**config.mk**
```make
export PLATFORM = sky130hd
export DESIGN_NAME = invaders_formation
export DESIGN_NICKNAME = d
export VERILOG_FILES = /design/src/rtl/invaders_formation.sv
export SDC_FILE = /design/constraint.sdc
export NUM_CORES = 1
export LEC_CHECK = 0
export ABC_CLOCK_PERIOD_IN_PS = 2400
export CAP_MARGIN = 20
export CORE_MARGIN = 8
export CORE_UTILIZATION = 35
export CTS_BUF_LIST = sky130_fd_sc_hd__clkbuf_8
export DETAILED_ROUTE_END_ITERATION = 10
export SLEW_MARGIN = 15
export SYNTH_ARGS = -nofsm -noshare
export SYNTH_HDL_FRONTEND = slang
export SYNTH_SLANG_ARGS = --single-unit
```
**constraint.sdc**
```tcl
create_clock -name i_clk_25MHz -period 2.4 [get_ports i_clk_25MHz]
set_input_delay 0.48 -clock i_clk_25MHz [delete_from_list [all_inputs] [get_ports i_clk_25MHz]]
set_output_delay 0.48 -clock i_clk_25MHz [all_outputs]
set_load 0.05 [all_outputs]
```
**src/rtl/invaders_formation.sv**
```systemverilog
// Invader formation: marches across the playfield, descends at each edge,
// and clears invaders on player hits until the game leaves PLAYING.
module invaders_formation #(
  parameter int STEP_FRAMES = 30,
  parameter int COL_MAX     = 12,
  parameter int LAST_LINE   = 13
) (
  input  logic        i_clk_25MHz,
  input  logic        i_reset,
  input  logic [1:0]  i_gameplay,
  input  logic        i_frame_tick,
  input  logic        i_hit_valid,
  input  logic [4:0]  i_hit_index,
  output logic [19:0] o_invaders_array,
  output logic [3:0]  o_invaders_line,
  output logic [3:0]  o_invaders_col,
  output logic        o_direction,
  output logic        o_hit_ack,
  output logic        o_step
);

  localparam logic [7:0] STEP_LAST = 8'(STEP_FRAMES - 1);
  localparam logic [3:0] CMAX      = 4'(COL_MAX);
  localparam logic [3:0] LMAX      = 4'(LAST_LINE);

  typedef enum logic {
    MARCH  = 1'b0,
    HALTED = 1'b1
  } state_t;

  state_t      state, state_nx;
  logic        active;
  logic [7:0]  frame_cnt;
  logic [19:0] hit_mask;
  logic        hit_ok;
  logic        step_now;
  logic        at_edge;

  always_ff @(posedge i_clk_25MHz or negedge i_reset) begin
    if (!i_reset) state <= MARCH;
    else          state <= state_nx;
  end

  // Leaving PLAYING freezes the formation on that same edge.
  always_comb begin
    state_nx = state;
    active   = 1'b0;
    case (state)
      MARCH: begin
        if (i_gameplay != 2'b00) state_nx = HALTED;
        else                     active   = 1'b1;
      end
      HALTED:  state_nx = HALTED;
      default: state_nx = HALTED;
    endcase
  end

  // Indices 20..31 shift the one out of range, giving an empty mask.
  assign hit_mask = 20'd1 << i_hit_index;
  assign hit_ok   = active & i_hit_valid
                  & (|(o_invaders_array & hit_mask));
  assign step_now = active & i_frame_tick
                  & (frame_cnt == STEP_LAST);
  assign at_edge  = o_direction ? (o_invaders_col == 4'd0)
                                : (o_invaders_col == CMAX);

  always_ff @(posedge i_clk_25MHz or negedge i_reset) begin
    if (!i_reset) begin
      o_invaders_array <= 20'hFFFFF;
      o_invaders_line  <= 4'd0;
      o_invaders_col   <= 4'd0;
      o_direction      <= 1'b0;
      o_hit_ack        <= 1'b0;
      o_step           <= 1'b0;
      frame_cnt        <= 8'd0;
    end else begin
      o_step    <= step_now;
      o_hit_ack <= hit_ok;
      if (hit_ok)
        o_invaders_array <= o_invaders_array & ~hit_mask;
      if (active && i_frame_tick)
        frame_cnt <= step_now ? 8'd0 : frame_cnt + 8'd1;
      if (step_now) begin
        if (at_edge) begin
          if (o_invaders_line != LMAX)
            o_invaders_line <= o_invaders_line + 4'd1;
          o_direction <= ~o_direction;
        end else if (o_direction) begin
          o_invaders_col <= o_invaders_col - 4'd1;
        end else begin
          o_invaders_col <= o_invaders_col + 4'd1;
        end
      end
    end
  end

endmodule

```
[Word-level counts from Yosys, hierarchy flattened]
Index checks and enable logic that the tools add are counted.
Cells by class
  bitwise gates (word level): 10
  shifts and indexed selects: 1
  muxes and demuxes: 7
  equal/unequal tests: 3
  add/subtract/negate cells: 4
  reductions and logical operators: 7
Operators by type and width (count)
  20-bit AND: 2
  20-bit NOT: 1
  20-bit OR reduction: 1
  1-bit by 5-bit left shift with 20-bit output (first input constant): 1
  4-bit by 1-bit adder with 4-bit output (second input constant): 2
  8-bit by 1-bit adder with 8-bit output (second input constant): 1
  8-bit by 5-bit == test with 1-bit output (second input constant): 1
  8-bit two-way mux: 1
  1-bit AND: 4
  4-bit == test (second input constant): 1
  4-bit logical NOT: 1
  1-bit two-way mux: 4
  4-bit two-way mux: 1
  4-bit inequality test (second input constant): 1
  2-bit AND reduction: 2
  4-bit by 1-bit subtractor with 4-bit output (second input constant): 1
  1-bit NOT: 3
  3-bit AND reduction: 1
  1-bit one-hot mux with 2 select lines: 1
  2-bit nonzero test: 1
  1-bit logical AND: 1
Storage, ports and cells
  bits in registers: 40
  logic and storage cells: 40

[Depth between registers and ports, before layout]
  depth in word-level cells: 6
  mapped depth: 7

[Worst setup path after synthesis]
OpenSTA, ideal clock, no wires.
  path kind: register to register
  from: register o_direction
  to: register o_invaders_col[3]
  data required time: 2255 ps
  path buffers: 0
  slack: 287 ps
  arrival: 1969 ps
  cell stages (with the launch flop): 6
  clock period less this slack: 2113 ps
  path through: dfrtp_1 -> or3b_2 -> a211oi_1 -> nand2b_2 -> nor2_1 -> xor2_1
On the way
  longest elaborated chain between the ends: 3
  elaborated cells on any way between the ends: 4
RTL lines
  from (decl): line 17  | output logic o_direction,
  from (signal assigned): line 87  | o_direction <= ~o_direction;
  1-bit two-way mux: line 64  | assign at_edge = o_direction ? (o_invaders_col == 4'd0)
  1-bit NOT (no source line)
  2-bit AND reduction (no source line)
  to (signal assigned): line 89  | o_invaders_col <= o_invaders_col - 4'd1;
  to (signal assigned): line 91  | o_invaders_col <= o_invaders_col + 4'd1;
  to (decl): line 16  | output logic [3:0] o_invaders_col,
Several ways; a longest one is shown, not always the timed one.
A chain may end at the register's enable or synchronous reset.

[Worst setup path after layout]
  from: input i_hit_index[0]
  to: register o_invaders_array[5]
On the way
  longest elaborated chain between the ends: 4
  elaborated cells on any way between the ends: 6
RTL lines
  from (decl): line 13  | input logic [4:0] i_hit_index,
  1-bit by 5-bit left shift with 20-bit output *: line 59  | assign hit_mask = 20'd1 << i_hit_index;
  20-bit AND: line 61  | & (|(o_invaders_array & hit_mask));
  20-bit OR reduction: line 61
  1-bit AND: line 61
  to (signal assigned): line 80  | o_invaders_array <= o_invaders_array & ~hit_mask;
  to (decl): line 14  | output logic [19:0] o_invaders_array,
Every way passes the cells marked *; elsewhere a longest branch is shown, timed or not.

==> results.json <==
{
  "status": "finished clean",
  "rsz0062_at_grt": "no",
  "final_common_cell": "clkdlybuf4s50_1",
  "hpwl_um": 3520,
  "p_leak_nw": 1.13,
  "maxSlewViolCount": 0,
  "io_buffer_count": 41,
  "initial_core_util_pct": 36.2,
  "diodes": 0,
  "start_kind": "input port",
  "fp.coreArea_um2": 5510,
  "routabilityCongestion": 0.824,
  "syn-cell-area_um2": 1990,
  "io_pins": 42,
  "cts_tree": "yes",
  "preCtsSetupSlack_ns": -0.223,
  "final.period_utilization_pct": 93.0,
  "cp.required_ns": 2.60,
  "crit_path_max_fanout": 6,
  "synth_area_per_cell_um2": 11.6,
  "cp-end-kind": "register",
  "cts_root_buf": "clkbuf_8",
  "power-per-cell-area_nw_per_um2": 460,
  "areaGrowthSynthToFinish_pct": 36.0,
  "path_buf_inv": 2,
  "dp_cells": 299,
  "hold_path.class": "input port to async pin",
  "firstDrtPassIters": 4,
  "final_cell_mix": "clkdlybuf4s50_1, dfrtp_1, dfstp_2, a21boi_0, buf_4",
  "syn_nets": 189,
  "clkTransAtPathRegs_ns": 0.08,
  "clock_latency_ns": 0.29,
  "clk_path_buf_depth": 2,
  "hold_violations": 0,
  "vias": 1500,
  "power.total_mw": 1.24,
  "multi_input_area_um2": 917,
  "drive_gt1_share_pct": 25.5,
  "ys_seq_area_share_pct": 51.5,
  "ys_types": 45,
  "htreeDepth": 2,
  "post_cts_buffers": 0,
  "grt_max_degree": 24,
  "die_height_um": 91.4,
  "period_minus_slack_ns": 2.23,
  "synth_edf_count": 0,
  "cts_num_sinks": 40,
  "relSlewSlack_pct": 65.1,
  "fin_ws_ns": 0.169,
  "via_per_inst": 4.89,
  "dieArea_um2": 8360,
  "r2r_start": "o_direction",
  "slowest_stage": "clkdlybuf4s50_1",
  "dr.first_iter.drc_count": 84,
  "worst_ep_arrival_time_ns": 2.44,
  "rows": 27,
  "antenna_found_initial": 0,
  "cts_made_buffers": 5,
  "fin_cells": 307,
  "setup-tns-final_ns": 0,
  "nNetsFinal": 252,
  "drc": 0,
  "startpoint": "i_hit_index[0]",
  "max_freq_mhz": 448,
  "synth_cells": 171,
  "critPathTopFamily": "buffers and inverters",
  "wirelength_um": 4530,
  "grt.total_usage_pct": 11.4,
  "setup_viol": 0,
  "grt.overflow.total": 0,
  "synthFlopType": "dfstp_2",
  "grt_pass1_wl_um": 7710,
  "synth.ff_latch_count": 40,
  "ir_worst_vdd_mv": 0.299,
  "drv_cap": 0,
  "cpPeakStageDelay_ns": 0.58,
  "ant_nets": 0,
  "grt_pass1_vias": 1509,
  "path_cells": "clkdlybuf4s50_1 > mux2_2 > and3_1 > a211oi_2 > a2111oi_4 > buf_4 > a21boi_0",
  "skew_ns": 0.0111,
  "fill_cells": 518,
  "regArea_um2": 1030,
  "criticalPathCategory": "input port to register",
  "fp.dieW_um": 91.4,
  "async_flop_share_pct": 100,
  "worstMarginPinSlew_ns": 0.524,
  "yosys_warnings": 0,
  "r2r_setup_slack_ns": 0.44,
  "avgRoutedWirePerCell_um": 14.8
}
## power by group
group | internal (mW) | total (mW) | switching (mW)
Clock | 0.230 | 0.465 | 0.236
Combinational | 0.0428 | 0.0957 | 0.0530
Sequential | 0.679 | 0.684 | 0.00452
## cell usage after synthesis, drive strengths merged (5+ instances only)
library cell  count  area share (%)
dfrtp            20              25
inv               9             1.7
a21boi           20             7.5
nand4             5             1.6
xor2              7             3.1
nand2            11             2.1
and3              5             1.6
ha                6             3.8
mux2i             5             2.5
o21ai             6             1.5
xnor2             5             2.2
dfstp            20              26
nor2              9             1.8
## layout make-up
| cell class | instances | share of cell area (%) |
|---|---|---|
| timing repair buffer | 60 | 20.2 |
| tap | 72 | 3.33 |
| clock inverter | 2 | 0.370 |
| multi-input combinational | 118 | 33.9 |
| sequential | 40 | 37.9 |
| inverter | 9 | 1.25 |
| clock buffer | 6 | 3.05 |
## worst reg2reg max path: stages (launching register included)
cell,delay (ns)
dfrtp_1,0.47
or3b_2,0.47
a211oi_1,0.43
nand2b_2,0.27
nor2_1,0.07
xor2_1,0.14
## metrics by stage
| stage | area (um2) | util (%) | hold WS [ns] |
|---|---|---|---|
| global placement | 2610 | 47.4 | 0.479 |
| global route | 2710 | 49.2 | 0.189 |
| detailed placement | 2610 | 47.4 | 0.481 |
| finish | 2710 | 49.2 | 0.159 |
| floorplan | 1990 | - | 0.184 |
| CTS | 2700 | 49.1 | 0.177 |
## registers in the layout (all words and copies together) (netlist names)
register,flops
frame_cnt,8
o_direction,1
o_hit_ack,1
o_invaders_array,20
o_invaders_col,4
o_invaders_line,4
o_step,1
state,1
## worst paths after layout
kind	cells after the start	endpoint
worst max-delay path	7	o_invaders_array[5]
worst min-delay path	1	frame_cnt[7]
worst max register to register	5	o_invaders_col[3]
worst min register to register	1	o_invaders_array[13]
max in group asynchronous	2	o_invaders_array[1]
min in group i_clk_25MHz	1	o_invaders_array[13]
## kinds of logic after synthesis
logic type	share of synthesized area (%)
buffers and inverters	2.58
flip-flops	51.5
XOR/XNOR	5.28
AND/OR/NAND/NOR	15.8
AO/OA/AOI/OAI	14.7
adder cells (fa/ha/maj)	4.78
multiplexers	5.34
## metal layers
metal	wire (um)	track usage [%]
met2	2040	16.8
met4	72	4.50
met5	0	0
met3	203	3.21
met1	2220	15.2
## what timing repair did
action                                  CTS  global route
hold buffers                              0             0
resized for setup                         0             1
endpoints found under the setup margin    0             4
(Power assumes the default switching activity.)
